File: src/rtl/aes_pkg.sv
// Shared AES datapath types and the inverse ShiftRows byte-index map.
package aes_pkg;

    typedef logic [7:0] byte_t;

    localparam int unsigned AES_BLK_LEN = 16;

    // out[r][c] = in[r][(c-r) mod 4]; index k = 4*c + r, so the column field wraps in 2 bits.
    function automatic logic [3:0] inv_sr_src(input logic [3:0] j);
        logic [1:0] r;
        logic [1:0] c;
        r = j[1:0];
        c = j[3:2];
        return {2'(c - r), r};
    endfunction

endpackage

File: src/rtl/inv_sr_bank.sv
// 16x8 register file: one synchronous write port, one combinational read port.
module inv_sr_bank
    import aes_pkg::*;
(
    input  logic       i_clk,
    input  logic       i_we,
    input  logic [3:0] i_waddr,
    input  byte_t      i_wdata,
    input  logic [3:0] i_raddr,
    output byte_t      o_rdata
);

    byte_t r_mem [AES_BLK_LEN];

    always_ff @(posedge i_clk) begin
        if (i_we) begin
            r_mem[i_waddr] <= i_wdata;
        end
    end

    assign o_rdata = r_mem[i_raddr];

endmodule

File: src/rtl/inv_shift_rows.sv
// Byte-serial AES inverse ShiftRows with ping-pong banks and 16-cycle latency.
// Optional `start` output enabled by defining INV_SHIFT_ROWS_START_EN.
module inv_shift_rows
    import aes_pkg::*;
(
    input  logic       clock,
    input  logic       reset_n,
    input  logic [7:0] inbyte,
    output logic [7:0] outbyte,
    output logic       ready
`ifdef INV_SHIFT_ROWS_START_EN
    ,
    output logic       start
`endif
);

    logic [3:0] r_wcnt;
    logic       r_bsel;
    logic       r_filled;
    logic [3:0] w_raddr;
    byte_t      w_rd0;
    byte_t      w_rd1;
    byte_t      w_rd;

    // Read and write share one counter: the read bank holds the previous block.
    assign w_raddr = inv_sr_src(r_wcnt);
    assign w_rd    = r_bsel ? w_rd0 : w_rd1;

    inv_sr_bank u_bank0 (
        .i_clk   (clock),
        .i_we    (~r_bsel),
        .i_waddr (r_wcnt),
        .i_wdata (inbyte),
        .i_raddr (w_raddr),
        .o_rdata (w_rd0)
    );

    inv_sr_bank u_bank1 (
        .i_clk   (clock),
        .i_we    (r_bsel),
        .i_waddr (r_wcnt),
        .i_wdata (inbyte),
        .i_raddr (w_raddr),
        .o_rdata (w_rd1)
    );

    always_ff @(posedge clock or negedge reset_n) begin
        if (!reset_n) begin
            r_wcnt   <= '0;
            r_bsel   <= 1'b0;
            r_filled <= 1'b0;
            outbyte  <= '0;
            ready    <= 1'b0;
        end else begin
            r_wcnt <= r_wcnt + 4'd1;
            if (r_wcnt == 4'hf) begin
                r_bsel   <= ~r_bsel;
                r_filled <= 1'b1;
            end
            // Uninitialised bank contents never reach the output before the first block.
            outbyte <= r_filled ? w_rd : '0;
            ready   <= r_filled;
        end
    end

`ifdef INV_SHIFT_ROWS_START_EN
    always_ff @(posedge clock or negedge reset_n) begin
        if (!reset_n) begin
            start <= 1'b0;
        end else begin
            start <= r_filled && (r_wcnt == 4'd0);
        end
    end
`endif

endmodule

File: config.mk
export PLATFORM = sky130hd
export DESIGN_NAME = inv_shift_rows
export DESIGN_NICKNAME = d
export VERILOG_FILES = /design/src/rtl/aes_pkg.sv /design/src/rtl/inv_sr_bank.sv /design/src/rtl/inv_shift_rows.sv
export SDC_FILE = /design/constraint.sdc
export NUM_CORES = 1
export LEC_CHECK = 0
export CAP_MARGIN = 20
export CORE_MARGIN = 2
export CORE_UTILIZATION = 35
export DETAILED_ROUTE_END_ITERATION = 10
export PLACE_DENSITY_LB_ADDON = 0.08
export SLEW_MARGIN = 20
export SYNTH_ARGS = -nofsm -noshare
export SYNTH_HDL_FRONTEND = slang
export SYNTH_SLANG_ARGS = --single-unit
File: constraint.sdc
create_clock -name clock -period 2.52 [get_ports clock]
set_input_delay 0.504 -clock clock [delete_from_list [all_inputs] [get_ports clock]]
set_output_delay 0.504 -clock clock [all_outputs]
set_load 0.005 [all_outputs]
# --- After elaboration in Yosys (flattened, before gate mapping) ---
# Memory sizes are Yosys's and may differ from the RTL's.
# Index checks and enable logic that the tools add are counted.
classes:
  n_addsub: 2
  n_mux: 5
  n_eq_ne: 1
  bitwise_logic: 1
ops:
  columns: ["op", "count"]
  rows:
  - ["8-bit two-way mux", 2]
  - ["4-bit by 1-bit adder with 4-bit output, second input constant", 1]
  - ["4-bit equality test, second input constant", 1]
  - ["1-bit two-way mux", 3]
  - ["2-bit subtractor", 1]
  - ["1-bit NOT", 1]
totals:
  memories: 2
  ramBits: 256
  word_cells: 16
  regBits: 15
  out_inout_bits: 9
  in_bits: 10
mem_list:
  columns: ["memory", "words", "width", "rd", "rd_ports_with_merged_regs", "write_ports", "line", "source"]
  rows:
  - ["u_bank0.r_mem", 16, 8, 1, 0, 1, "inv_sr_bank.sv:13", "byte_t r_mem [AES_BLK_LEN];"]
  - ["u_bank1.r_mem", 16, 8, 1, 0, 1, "inv_sr_bank.sv:13", null]

# --- Longest topological paths before layout ---
# Gate-level depths: netlist of run 1.
# An unclocked memory read counts as a cell.
depth:
  depth_word: 4
  depth_mapped: 9
  mapped_depth_nobuf: 7

# --- Modules after synthesis ---
# From an unflattened synthesis of run 1, not the netlist that was laid out.
hier_totals:
  hier_cells: 488
  area_unflattened_um2: 10591.4
by_module_without_submodules:
  columns: ["mod", "area_each_um2", "n_inst", "cells_per_inst", "seq_area_each_um2"]
  rows:
  - ["inv_sr_bank", 4987.3, 2, 221, 3843.7]
  - ["inv_shift_rows", 616.8, 1, 46, 375.4]

# --- Worst setup path before layout of run 1 ---
# OpenSTA, ideal clock, no wires.
synth_path:
  kind: "register to register"
  from: "register r_wcnt[0]"
  to: "memory u_bank1.r_mem[10][0] (netlist name) (enable)"
  period_less_slack_ns: 2.193
  stages_incl_launch_ff: 8
  required_time_ns: 2.150
  path_slack_ns: 0.327
  setup_ns: 0.370
  arrival_ns: 1.822
  path_buffers: 3
  path_cell_list: "dfrtp_1 > buf_2 > buf_6 > clkinv_1 > clkbuf_1 > ha_1 > nand2_1 > nor2_1"
synth_rtl:
  columns: ["item", "line", "source"]
  rows:
  - ["start, declared", "inv_shift_rows.sv:17", "logic [3:0] r_wcnt;"]
  - ["start signal, assigned", "inv_shift_rows.sv:55", "r_wcnt <= r_wcnt + 4'd1;"]
  - ["end, declared", "inv_sr_bank.sv:13", null]
# No word-level cell before the write port.

# --- Worst setup path in the final report of run 1 ---
layout_path:
  from: "register r_wcnt[1]"
  to: "register outbyte[2]"
layout_between:
  elab_chain_len: 4
  word_cells_on_any_way: 5
  cone_classes: "add/sub (1); mux (2); memory (2)"
layout_lines:
  columns: ["item", "line", "source"]
  rows:
  - ["2-bit subtractor", "aes_pkg.sv:14", "return {2'(c - r), r};"]
  - ["memory 16 x 8 bit", null, null]
  - ["8-bit two-way mux *", "inv_shift_rows.sv:27", "assign w_rd = r_bsel ? w_rd0 : w_rd1;"]
  - ["8-bit two-way mux *", "inv_shift_rows.sv:61", "outbyte <= r_filled ? w_rd : '0;"]
  - ["end signal, assigned", "inv_shift_rows.sv:61", null]
  - ["end, declared", "inv_shift_rows.sv:9", "output logic [7:0] outbyte,"]
# Every way passes the cells marked *; elsewhere a longest branch is shown, timed or not.
# A chain may end at the register's enable or synchronous reset.

==> impl_metrics.tcl, run 1 <==
set metrics [dict create \
    drc 0 \
    synth_nets 548 \
    clock_path_buffers 3 \
    fin_cells 1034 \
    slew_headroom 0.6202 \
    routedWlPerCell_um 24.25 \
    end_kind "flop" \
    crit_path_max_incr_delay_ps 640 \
    worstPathArrival_ps 2810 \
    antenna_left 0 \
    finalHoldViolations 0 \
    htree_levels 1 \
    status "finished clean" \
    maxSlewViolCount 0 \
    syn_area_um2 10720 \
    synthCells 533 \
    cts_buffers 29 \
    clock_sinks 271 \
    rsz0062_at_grt "no" \
    hold_class "in -> async" \
    ys_seq_area_frac 0.7520 \
    finalCritPeriodShare 0.9594 \
    drt_iter0_markers 350 \
    critPathTopFamily "flip-flops" \
    die-height_um 179.0 \
    firstDrtPassIters 4 \
    dp_hpwl_um 15870 \
    cts_hold_buf 0 \
    start_util 0.3533 \
    grt_max_degree 36 \
    cp.buffers_inverters 0 \
    p_leak_nw 4.122 \
    ys.flop_type "edfxtp_1" \
    grtUsageTotal 0.1608 \
    clk_latency_ps 540 \
    power_mw 9.175 \
    grt_pass1_vias 5505 \
    cp_max_fo 14 \
    fin_skew_ps 12.86 \
    crit_required_ps 2910 \
    path_class "reg -> reg" \
    fp.dieW_um 179.0 \
    diodes 0 \
    portBuffers 18 \
    syn-mean-instance-area_um2 20.12 \
    cts_tree "yes" \
    io_pins 19 \
    syn_to_final_growth_pct 18.01 \
    crit_path_start_kind "flop" \
    antenna_found_initial 0 \
    synth-async-reset-ratio 0.05535 \
    synth_edf_count 256 \
    row_count 64 \
    drt_wl_total_um 25070 \
    dpl-instance-area_um2 11690 \
    dieArea_um2 32050 \
    period_needed_ps 2418 \
    dpl.cell_count 981 \
    grt_pass1_wl_um 36800 \
    synth-seq-cells 271 \
    vias 5217 \
    synth.distinct_cells 43 \
    clk_pin_slew_ps 60 \
    ir_worst_vdd_mv 0.4307 \
    overflow 0 \
    cp_slowest_cell "dfrtp_4" \
    clock-root-buffer "clkbuf_16" \
    final_area_um2 12650 \
    cap_violations 0 \
    place_congestion 0.8114 \
    fmax_ghz 0.4136 \
    setup_viol 0 \
    drive_above_1_share 0.2351 \
    power_density_nw_per_um2 725.2 \
    core_area_um2 30350 \
    r2r-start "r_wcnt[1]" \
    crit_start "r_wcnt[1]" \
    vias_per_cell 5.045 \
    nets 632 \
    ys_warn_count 0 \
    tightest_slew_ps 566.2 \
    crit_chain "xor3_1 > nand2b_1 > o221ai_1 > a41oi_1" \
]
registers in the layout, indices dropped and copies added (netlist names):
signal / count
outbyte: 8
u_bank0.r_mem: 128
u_bank1.r_mem: 128
ready: 1
r_wcnt: 4
r_filled: 1
r_bsel: 1
worst reg2reg max path, delay by kind of cell (launching register included):
family / cells / cell delay [ps]
AO/OA/AOI/OAI: 2 / 630
XOR/XNOR: 1 / 590
flip-flops: 1 / 640
AND/OR/NAND/NOR: 1 / 410
worst paths after layout:
check / slack, ps / end / cells after the start
min in group clock: 540 / r_wcnt[2] / 1
max in group asynchronous: 2000 / r_wcnt[1] / 2
worst max register to register: 100 / outbyte[2] / 4
worst min-delay path: 300 / outbyte[2] / 2
worst max-delay path: 100 / outbyte[2] / 4
worst min register to register: 540 / r_wcnt[2] / 1
layer usage:
| layer | up-vias | part of all wire | GRT usage |
|---|---|---|---|
| met5 | - | 0 | 0 |
| met4 | 0 | 0.017 | 0.03760 |
| met3 | 34 | 0.038 | 0.02629 |
| met2 | 97 | 0.50 | 0.2736 |
| met1 | 2748 | 0.44 | 0.2167 |
| li1 | 2338 | - | - |
cell usage in the layout, fill, tap and decap left out, types with 4 or more instances in the layout:
master / n
mux2_2: 12
mux4_1: 23
a211oi_2: 4
clkbuf_1: 5
mux4_2: 27
edfxtp_1: 256
bufinv_16: 4
buf_4: 55
dfrtp_1: 13
nand2b_1: 8
clkinv_1: 10
mux2i_1: 27
clkinv_2: 5
and2_1: 8
o21ai_0: 8
nand2_1: 28
ha_1: 4
nand3_1: 4
clkdlybuf4s50_1: 18
a22oi_1: 8
nor2_1: 35
clkbuf_16: 29
where the power goes:
group | switching (mW) | internal [mW]
clock network | 1.65 | 2.49
registers | 0.00155 | 4.93
logic | 0.0773 | 0.0228
cell families (layout without fill, tap and decap cells):
logic type / after synthesis / after routing / share of synthesized area
flops: 271 / 271 / 0.7520
mux: 90 / 90 / 0.1519
compound gates: 37 / 37 / 0.02427
buf+inv: 28 / 133 / 0.01949
simple gates: 98 / 98 / 0.04178
xor+xnor: 4 / 4 / 0.004668
fa+ha+maj: 5 / 5 / 0.005835
cell usage after synthesis, types with 2 or more instances:
cell type | n | area (µm²)
mux4_2 | 27 | 608.1
clkbuf_1 | 4 | 15.01
and3_1 | 3 | 18.77
a221oi_1 | 2 | 17.52
buf_2 | 10 | 50.05
o22ai_1 | 2 | 12.51
o21ai_0 | 9 | 45.04
edfxtp_1 | 256 | 7687
and2_1 | 8 | 50.05
buf_6 | 6 | 67.56
dfrtp_1 | 15 | 375.4
nand2b_1 | 8 | 50.05
a22oi_1 | 8 | 60.06
ha_1 | 5 | 62.56
buf_4 | 2 | 15.01
nor2_1 | 36 | 135.1
nor4_1 | 3 | 18.77
a22o_1 | 2 | 17.52
a21oi_1 | 3 | 15.01
nand3_1 | 4 | 20.02
mux4_1 | 23 | 604.3
nand2_1 | 28 | 105.1
nor3_1 | 3 | 15.01
buf_8 | 2 | 30.03
or2_2 | 2 | 12.51
xnor2_1 | 2 | 17.52
mux2i_1 | 27 | 270.3
mux2_2 | 12 | 135.1
a211oi_1 | 7 | 52.55
final cells by class:
cell class              count  area [µm²]
fillers                  2665       17700
flip-flops and latches    271        8068
repair buffers             78       679.4
inverters                   3       11.26
well taps                 396       495.5
clock inverters            18       178.9
multi-input cells         234        2475
clock buffers              34       744.5
through the flow:
stage          hold slack [ps]  TNS, ps  worst slack [ps]    util
6_report                 295.1        0             102.4  0.4169
5_1_grt                  322.0        0             16.73  0.4169
4_1_cts                  279.3        0             15.08  0.4165
3_5_place_dp             571.3   -416.8            -135.7  0.3851
3_3_place_gp             562.8   -461.2            -166.6  0.3851
2_1_floorplan            208.4        0             327.3       -
what timing repair did:
item / CTS / global route
endpoints found under the hold margin: 0 / 0
setup buffers: 1 / 0
setup endpoints to repair: 5 / 8
resized for setup: 3 / 5
cloned: 0 / 0
No activity file was read; power rests on OpenSTA's default activity.
==> run 2: changes to the inputs <==
- CORE_UTILIZATION: 35 -> 48
- CTS_BUF_LIST: default -> sky130_fd_sc_hd__clkbuf_2 sky130_fd_sc_hd__clkbuf_4 sky130_fd_sc_hd__clkbuf_8
==> impl_metrics.tcl, run 2 (same netlist as run 1, synthesis figures left out) <==
set metrics [dict create \
    maxSlewViolCount 0 \
    diodes 0 \
    fp.dieW_um 153.5 \
    row_count 54 \
    crit_path_start_kind "flop" \
    vias_per_cell 5.622 \
    layout.cells.most_common "edfxtp_1" \
    place_congestion 0.8374 \
    slew_headroom 0.6295 \
    nets 644 \
    reg_top3 "u_bank0.r_mem: 128 flops, u_bank1.r_mem: 128 flops, outbyte: 8 flops" \
    finalHoldViolations 0 \
    clock_sinks 271 \
    period_needed_ps 2426 \
    cts_resized 0 \
    cp_max_fo 26 \
    hold_class "in -> async" \
    r2r-start "r_wcnt[2]" \
    dp_hpwl_um 14190 \
    drc 0 \
    antenna_left 0 \
    grt_pass1_wl_um 34640 \
    path_class "reg -> reg" \
    r2r_slack_ps 90 \
    timing.setup.tns_ps 0 \
    core_area_um2 21890 \
    clk_latency_ps 540 \
    critical_path.endpoint "outbyte[5]" \
    drive_above_1_share 0.2722 \
    cts_tree "yes" \
    met1_length_um 9753 \
    tightest_slew_ps 552.4 \
    rsz0062_at_grt "no" \
    internal_power_mw 7.147 \
    cap_violations 0 \
    grtUsageTotal 0.2001 \
    met2WireLength_um 11530 \
    power_switching_mw 1.704 \
    htree_levels 2 \
    syn_to_final_growth_pct 16.14 \
    start_util 0.4898 \
    status "finished clean" \
    top_layer "met4" \
    portBuffers 18 \
    p_comb_frac 0.011 \
    routedWlPerCell_um 24.19 \
    r2r-end "outbyte[5]" \
    wl_met3_um 1274 \
    vias 5313 \
    netSwitchingFraction 0.1925 \
    crit_chain "inv_1 > ha_2 > buf_12 > mux4_2 > and2_1 > a211oi_1 > nor3_1" \
    final_area_um2 12450 \
    drt_iter0_markers 341 \
    grt_pass1_vias 5576 \
    fin_skew_ps 22.37 \
    ir_worst_vdd_mv 0.3329 \
    cts_hold_buf 0 \
    overflow 0 \
    fmax_ghz 0.4122 \
    final_cell_mix "256 x edfxtp_1, 53 x clkbuf_8, 52 x buf_4" \
    crit_path_max_incr_delay_ps 490 \
    clkPwrFrac 0.432 \
    io_pins 19 \
    end_kind "flop" \
    setup_viol 0 \
    firstDrtPassIters 7 \
    grt_max_degree 36 \
    worstPathArrival_ps 2830 \
    clk_pin_slew_ps 60 \
    dieArea_um2 23550 \
    clock-root-buffer "clkbuf_8" \
    cts_setup_buffers 0 \
    finalCritPeriodShare 0.9627 \
    crit_required_ps 2920 \
    reg2reg_depth 7 \
    power_frac_seq 0.558 \
    die-height_um 153.5 \
    dpl-instance-area_um2 11510 \
    power_density_nw_per_um2 710.8 \
    p_leak_nw 4.132 \
    cts_buffers 46 \
    drt_wl_total_um 22860 \
    clock_path_buffers 3 \
    cp_slowest_cell "a211oi_1" \
    crit_start "r_wcnt[2]" \
    antenna_found_initial 0 \
]
run 2: cell count changes in the layout (fill, tap and decap cells not counted), sizes merged:
cell | before | now
buf | 60 | 55
clkinvlp | 0 | 1
clkinv | 15 | 12
clkbuf | 34 | 72
bufinv | 4 | 0
run 2: how the worst min path moves through the flow:
stage	start	endpoint	slack, ps
after detailed placement	r_wcnt[2]	r_wcnt[2]	560
final	reset_n	outbyte[6]	290
after global placement	r_wcnt[2]	r_wcnt[2]	550
after CTS	reset_n	outbyte[2]	270
after global routing	reset_n	outbyte[6]	290
after floorplan	reset_n	outbyte[0]	210
run 2: per-stage QoR:
stage	hold WS, ps	worst slack, ps	power (mW)	std cells	utilization
after floorplan	208.4	327.3	5.029	533	-
after global placement	553.8	48.60	5.121	861	0.5258
after detailed placement	558.6	30.75	5.126	861	0.5258
after CTS	272.9	18.98	8.956	945	0.5681
after global routing	291.7	4.116	9.152	945	0.5688
final	289.9	93.94	8.851	945	0.5688
run 2: layout make-up:
type / instances / area (µm²)
fillers: 1718 / 9439
flip-flops and latches: 271 / 8066
multi-input cells: 234 / 2467
clock buffers: 72 / 872.1
repair buffers: 73 / 630.6
well taps: 280 / 350.3
clock inverters: 12 / 53.80
inverters: 3 / 11.26
run 2: per-layer routing:
metal  vias to the layer above  global-route usage
li1                       2364                   -
met1                      2761              0.2749
met2                       155              0.3312
met3                        33             0.04423
met4                         0             0.04806
met5                         -                   0
run 2: power by group through the flow:
stage / registers, mW / logic, mW / clock network [mW]
3_5_place_dp: 5.03 / 0.0997 / 0
5_1_grt: 4.93 / 0.107 / 4.11
3_3_place_gp: 5.03 / 0.0952 / 0
2_1_floorplan: 5.03 / 0.00175 / 0
6_report: 4.93 / 0.0952 / 3.82
4_1_cts: 4.93 / 0.0993 / 3.92
run 2: worst max-delay path, delay by kind of cell, from the launching register on:
family          cells  cell delay [ps]
mux                 1              330
compound gates      1              490
buf+inv             2              310
flops               1              450
simple gates        2              310
fa+ha+maj           1              390
==> run 3: changes to the inputs <==
- HOLD_SLACK_MARGIN: default -> 0.1
- SLEW_MARGIN: 20 -> 40
==> results of run 3 <==
Final layout, timing and power as in run 2 (identical DEF).
